==> src/rtl/score_display_renderer.sv <==
// Score renderer: binary score in via valid/ready, iterative double-dabble to BCD,
// frame-synchronous commit of the digits, and a 2-stage per-pixel glyph lookup.
module score_display_renderer #(
  parameter int NUM_DIGITS  = 4,
  parameter int SCORE_W     = 14,
  parameter int ORIGIN_X    = 400,
  parameter int ORIGIN_Y    = 100,
  parameter int SCALE_SHIFT = 1,
  parameter int BLANK_LZ    = 1
) (
  input  logic               clk,
  input  logic               rst_n,
  input  logic [SCORE_W-1:0] score_in,
  input  logic               score_valid,
  output logic               score_ready,
  input  logic               frame_start,
  input  logic [9:0]         pixel_x,
  input  logic [9:0]         pixel_y,
  output logic               pixel_on,
  output logic [3:0]         rom_number,
  input  logic [79:0]        rom_data
);

  localparam int BCD_W = 4 * NUM_DIGITS;
  localparam int CNT_W = $clog2(SCORE_W + 1);
  localparam int IDX_W = (NUM_DIGITS > 1) ? $clog2(NUM_DIGITS) : 1;
  localparam int BOX_W = (NUM_DIGITS * 8) << SCALE_SHIFT;
  localparam int BOX_H = 10 << SCALE_SHIFT;

  function automatic longint max_score(input int nd);
    longint m;
    m = 64'sd1;
    for (int i = 0; i < nd; i++) begin
      m = m * 64'sd10;
    end
    return m - 64'sd1;
  endfunction

  localparam longint SCORE_MAX = max_score(NUM_DIGITS);

  typedef enum logic [1:0] {
    S_IDLE    = 2'd0,
    S_CONVERT = 2'd1,
    S_PENDING = 2'd2
  } state_e;

  state_e             state_q, state_d;
  logic [SCORE_W-1:0] score_q, score_d;
  logic [BCD_W-1:0]   bcd_q, bcd_d;
  logic [CNT_W-1:0]   cnt_q, cnt_d;
  logic [BCD_W-1:0]   disp_q, disp_d;
  logic [BCD_W-1:0]   bcd_adj_s;
  logic [SCORE_W-1:0] sat_s;

  logic [10:0]           rel_x_s, rel_y_s;
  logic                  in_box_s;
  logic [IDX_W-1:0]      idx_s;
  logic [2:0]            col_s;
  logic [3:0]            row_s;
  logic [NUM_DIGITS-1:0] blank_s;
  logic                  lead_zero_s;
  logic [6:0]            bit_idx_s;
  logic [3:0]            rom_num_s;

  logic                  in_box_q;
  logic [IDX_W-1:0]      idx_q;
  logic [2:0]            col_q;
  logic [3:0]            row_q;
  logic                  blank_q;
  logic                  pixel_on_q;

  assign sat_s = (64'(score_in) > 64'(SCORE_MAX)) ? SCORE_W'(SCORE_MAX) : score_in;
  assign score_ready = (state_q == S_IDLE);

  // Score FSM: accept, convert one bit per cycle, then wait for a frame boundary to commit.
  always_comb begin
    state_d   = state_q;
    score_d   = score_q;
    bcd_d     = bcd_q;
    cnt_d     = cnt_q;
    disp_d    = disp_q;
    bcd_adj_s = bcd_q;
    case (state_q)
      S_IDLE: begin
        if (score_valid) begin
          score_d = sat_s;
          bcd_d   = '0;
          cnt_d   = CNT_W'(SCORE_W);
          state_d = S_CONVERT;
        end else begin
          state_d = S_IDLE;
        end
      end
      S_CONVERT: begin
        for (int i = 0; i < NUM_DIGITS; i++) begin
          bcd_adj_s[4*i +: 4] = (bcd_q[4*i +: 4] >= 4'd5) ? (bcd_q[4*i +: 4] + 4'd3)
                                                          : bcd_q[4*i +: 4];
        end
        // Top bit falls off the shift; saturation keeps the value in range.
        bcd_d   = (bcd_adj_s << 1) | BCD_W'(score_q[SCORE_W-1]);
        score_d = score_q << 1;
        cnt_d   = cnt_q - CNT_W'(1);
        if (cnt_q == CNT_W'(1)) begin
          state_d = S_PENDING;
        end else begin
          state_d = S_CONVERT;
        end
      end
      S_PENDING: begin
        if (frame_start) begin
          disp_d  = bcd_q;
          state_d = S_IDLE;
        end else begin
          state_d = S_PENDING;
        end
      end
      default: begin
        state_d = S_IDLE;
      end
    endcase
  end

  // Score FSM and conversion registers.
  always_ff @(posedge clk or negedge rst_n) begin
    if (!rst_n) begin
      state_q <= S_IDLE;
      score_q <= '0;
      bcd_q   <= '0;
      cnt_q   <= '0;
      disp_q  <= '0;
    end else begin
      state_q <= state_d;
      score_q <= score_d;
      bcd_q   <= bcd_d;
      cnt_q   <= cnt_d;
      disp_q  <= disp_d;
    end
  end

  // Leading-zero blank mask; digit 0 is leftmost, the rightmost digit always shows.
  always_comb begin
    blank_s     = '0;
    lead_zero_s = (BLANK_LZ != 0);
    for (int i = 0; i < NUM_DIGITS; i++) begin
      lead_zero_s = lead_zero_s && (disp_q[4*(NUM_DIGITS-1-i) +: 4] == 4'd0);
      blank_s[i]  = lead_zero_s && (i != NUM_DIGITS - 1);
    end
  end

  // Stage-1 address decode of the scan position into digit/column/row.
  always_comb begin
    rel_x_s  = {1'b0, pixel_x} - 11'(ORIGIN_X);
    rel_y_s  = {1'b0, pixel_y} - 11'(ORIGIN_Y);
    in_box_s = !rel_x_s[10] && !rel_y_s[10] &&
               (rel_x_s < 11'(BOX_W)) && (rel_y_s < 11'(BOX_H));
    if (in_box_s) begin
      idx_s = rel_x_s[SCALE_SHIFT+3 +: IDX_W];
      col_s = rel_x_s[SCALE_SHIFT +: 3];
      row_s = rel_y_s[SCALE_SHIFT +: 4];
    end else begin
      idx_s = '0;
      col_s = 3'd0;
      row_s = 4'd0;
    end
  end

  // Stage-1 pipeline registers.
  always_ff @(posedge clk or negedge rst_n) begin
    if (!rst_n) begin
      in_box_q <= 1'b0;
      idx_q    <= '0;
      col_q    <= 3'd0;
      row_q    <= 4'd0;
      blank_q  <= 1'b0;
    end else begin
      in_box_q <= in_box_s;
      idx_q    <= idx_s;
      col_q    <= col_s;
      row_q    <= row_s;
      blank_q  <= blank_s[idx_s];
    end
  end

  // Digit value for the font ROM, selected by the stage-1 digit index.
  always_comb begin
    rom_num_s = 4'd0;
    for (int i = 0; i < NUM_DIGITS; i++) begin
      rom_num_s = (idx_q == IDX_W'(i)) ? disp_q[4*(NUM_DIGITS-1-i) +: 4] : rom_num_s;
    end
  end

  assign rom_number = rom_num_s;
  assign bit_idx_s  = 7'd79 - {row_q, 3'b000} - {4'b0000, col_q};

  // Stage-2: pick the glyph bit for this row/column.
  always_ff @(posedge clk or negedge rst_n) begin
    if (!rst_n) begin
      pixel_on_q <= 1'b0;
    end else begin
      pixel_on_q <= in_box_q && !blank_q && rom_data[bit_idx_s];
    end
  end

  assign pixel_on = pixel_on_q;

endmodule

==> config.mk <==
export PLATFORM = sky130hd
export DESIGN_NAME = score_display_renderer
export DESIGN_NICKNAME = d
export VERILOG_FILES = /design/src/rtl/score_display_renderer.sv
export SDC_FILE = /design/constraint.sdc
export NUM_CORES = 1
export LEC_CHECK = 0
export BUFFER_PORTS_ARGS = -buffer_cell sky130_fd_sc_hd__buf_2
export CORE_MARGIN = 2
export CORE_UTILIZATION = 30
export CTS_BUF_LIST = sky130_fd_sc_hd__clkbuf_8
export DETAILED_ROUTE_END_ITERATION = 10
export PLACE_DENSITY = 0.58
export SYNTH_ARGS = -nofsm -noshare
export SYNTH_HDL_FRONTEND = slang
export SYNTH_SLANG_ARGS = --single-unit
==> constraint.sdc <==
create_clock -name clk -period 3.1 [get_ports clk]
set_clock_uncertainty 0.2 [all_clocks]
set_input_delay 0.155 -clock clk [delete_from_list [all_inputs] [get_ports clk]]
set_output_delay 0.155 -clock clk [all_outputs]
set_load 0.05 [all_outputs]
==> flow_summary_export.csv <==
group,metric,value,unit
global_route,grt_pass1_vias,3521,
detailed_routing,drcViolationCount,0,
timing,maxSlewViolCount,0,
power,seq_power_share,39.9,%
place,place_congestion,0.788,
outcome,status,"complete, no violations",
setup_path,path_cells,"nor2_1 -> and2_1 -> buf_4 -> nor2_1 -> a22oi_1 -> dlygate4sd3_1 -> nand2_1",
cts,cts.sinks,64,
power,powerDensity,641,nW/um2
power,leakage,2.40,nW
die,dieArea,14000,um2
setup_path,critPathMaxStageDelay,0.71,ns
setup_path,cp_top_family,"simple AND/OR/NAND/NOR gates",
cts,root_buffer,"clkbuf_8",
power,power_frac_clock,19.8,%
finish,register_area,1600,um2
synth,synth_fp_nets,514,
synth,syn_inst,380,
synth,synth_edf_count,0,
finish,stdcell_area,5160,um2
finish,drive_gt1_share,31.0,%
detailed_routing,drt-pass1-iter-count,6,
place,hpwl,7190,um
setup_path,crit_top_cell,"nor2_1",
cts,cts_max_level,3,
detailed_routing,wire_per_inst,13.6,um
synth,synth-seq-cells,64,
power,irDropWorstVdd,0.578,mV
detailed_routing,drt_iter0_drc,147,
timing,setup_violations,0,
detailed_routing,ant_nets,0,
global_route,grt_use_total,14.1,%
power,comb_power_share,40.3,%
finish,multi_input_area,2140,um2
setup_path,criticalPathCategory,"reg -> reg",
setup_path,slowest_stage,"nor2_1",
detailed_routing,totalWireLength,9540,um
cts,postCtsResizedCells,0,
timing,fin_crit_sh,86.5,%
synth,ys_seq_area_share,40.7,%
setup_path,end_kind,"flip-flop",
synth,synthFlopType,"dfrtp_1",
cts,cts_tree,"done",
die,dieHeight,118,um
timing,setup_tns,0,ns
setup_path,crit_arrival,2.77,ns
synth,yosysWarnings,0,
power,switching_share,38.2,%
timing,tightest_slew,0.921,ns
detailed_routing,post_drt_via_cell_ratio,4.87,
power,internal-power,2.04,mW
timing,slew_headroom,38.4,%
cts,clockBufferDepth,2,
place,port-buffer-count,121,
die,die_w,118,um
finish,syn2layout_area_growth,31.2,%
finish,final_common_cell,"buf_2",
cts,path_clk_slew,0.07,ns
synth,synthArstFlopShare,100,%
setup_path,crit_buf_inv,2,
cts,cts_setup_buffers,0,
global_route,grt_pass1_wl,16100,um
die,coreArea,12700,um2
finish,fill_cells,1291,
power,p_sw,1.26,mW
synth,syn_area,3930,um2
timing,finalCriticalPeriod,2.68,ns
setup_path,critPathRequiredTime,3.19,ns
die,initial_core_util,30.9,%
timing,clock.fmax,373,MHz
global_route,grt_max_degree,37,
detailed_routing,vias,3426,
synth,post_synth.cell_area_avg,10.3,um2
timing,rsz0062_at_grt,"no",
flow_run,cap_violations,0,
finish,layout_common_cells,"buf_2 (121), dfrtp_1 (64), nand2_1 (36), o21ai_0 (32), dlygate4sd3_1 (27)",
timing,finalHoldViolCount,0,
die,ios,124,
cts,clock_latency,0.35,ns
setup_path,cp-start-kind,"flip-flop",
finish,nets,661,
global_route,grt_overflow,0,
synth,yosysUniqueCellTypes,47,
worst_hold_path,holdCritPathClass,"in -> reg",
cts,cts_made_buffers,9,
finish,n_antenna_cell,0,
setup_path,cp_max_fo,16,
die,fp-row-count,41,
global_route,antenna_found_initial,0,
place,dpl-instance-area,4700,um2
-- what timing repair did --
| action | in CTS | in global routing |
|---|---|---|
| hold endpoints to repair | 58 | 0 |
| setup endpoints to repair | 0 | 0 |
| hold buffers | 27 | 0 |
-- final cells by class --
class | count | share of cell area (%)
Clock buffer | 12 | 3.20
Timing Repair Buffer | 155 | 18.0
Sequential cell | 64 | 31.0
Inverter | 23 | 1.67
Clock inverter | 4 | 0.388
Multi-Input combinational cell | 274 | 41.5
Tap cell | 172 | 4.17
-- power groups by stage --
stage	clock (mW)	sequential, mW	combinational (mW)
finish	0.653	1.32	1.33
global route	0.718	1.36	1.52
CTS	0.679	1.32	1.35
detailed placement	0	1.33	1.30
global placement	0	1.32	1.26
floorplan	0	1.27	0.987
-- cell families (layout without fill, tap and decap cells) --
family,Yosys count,in the layout,synth area share [%]
compound gates,97,97,16.4
xor+xnor,12,12,2.67
simple gates,107,107,12.9
buf+inv,42,194,4.77
mux,42,42,17.5
fa+ha+maj,16,16,5.09
flops,64,64,40.7
-- path summary, 6_finish.rpt --
| kind | from | end | cells past startpoint | slack, ns |
|---|---|---|---|---|
| worst min-delay path | score_valid | bcd_q[0] | 4 | 0.13 |
| min in group asynchronous | rst_n | score_q[3] | 2 | 0.24 |
| max in group asynchronous | rst_n | disp_q[4] | 3 | 1.68 |
| worst max register to register | state_q[1] | score_q[12] | 7 | 0.42 |
| worst max-delay path | state_q[1] | score_q[12] | 7 | 0.42 |
| worst min register to register | score_q[13] | score_q[13] | 2 | 0.28 |
-- tightest hold or removal path, cell delays in order --
cell and delay, ns:
buf_2 0.08, and2_1 0.11, buf_4 0.20, o31ai_1 0.08
-- sequential cells by signal, indices dropped and copies added (netlist names), 2 cells and up --
signal and count:
row_q 4, col_q 3, bcd_q 16, idx_q 2
disp_q 16, score_q 14, cnt_q 4, state_q 2
-- cell usage after synthesis, types with 3 or more instances --
cell type / n / area [um2]
and2_1: 7 / 43.8
nand2_1: 36 / 135
dfrtp_1: 64 / 1600
xnor2_1: 7 / 61.3
o21ai_0: 32 / 160
buf_2: 3 / 15.0
a31oi_1: 3 / 18.8
mux4_1: 5 / 131
nand2b_1: 8 / 50.1
inv_1: 22 / 82.6
a21oi_1: 12 / 60.1
nand3_1: 14 / 70.1
mux2_2: 8 / 90.1
clkbuf_1: 12 / 45.0
nor2_1: 23 / 86.3
a222oi_1: 4 / 40.0
nor2b_1: 5 / 31.3
mux2i_1: 15 / 150
mux4_2: 14 / 315
a211oi_1: 6 / 45.0
a22oi_1: 16 / 120
ha_1: 16 / 200
buf_6: 3 / 33.8
o32ai_1: 3 / 26.3
o31ai_1: 5 / 37.5
nor3_1: 3 / 15.0
xor2_1: 5 / 43.8
a32o_1: 4 / 40.0
nor4_1: 4 / 25.0
-- metrics by stage --
stage          hold slack (ns)  setup slack, ns  std cells  util (%)  total power, mW
2_1_floorplan           -0.341            0.515        380         -             2.25
3_3_place_gp            0.0963            0.534        661      37.0             2.58
3_5_place_dp             0.112            0.505        661      37.0             2.63
4_1_cts                  0.119            0.469        704      40.6             3.34
5_1_grt                  0.178            0.250        704      40.6             3.60
6_report                 0.129            0.419        704      40.6             3.31
-- per-layer routing --
layer / vias to the layer above / global-route usage (%) / share of wire, %
met2: 97 / 23.6 / 47
met5: - / 0 / 0
met1: 1615 / 17.9 / 47
met3: 14 / 4.05 / 5.1
li1: 1700 / - / -
met4: 0 / 3.65 / 1.3
Power figures use the tool's default switching activity.
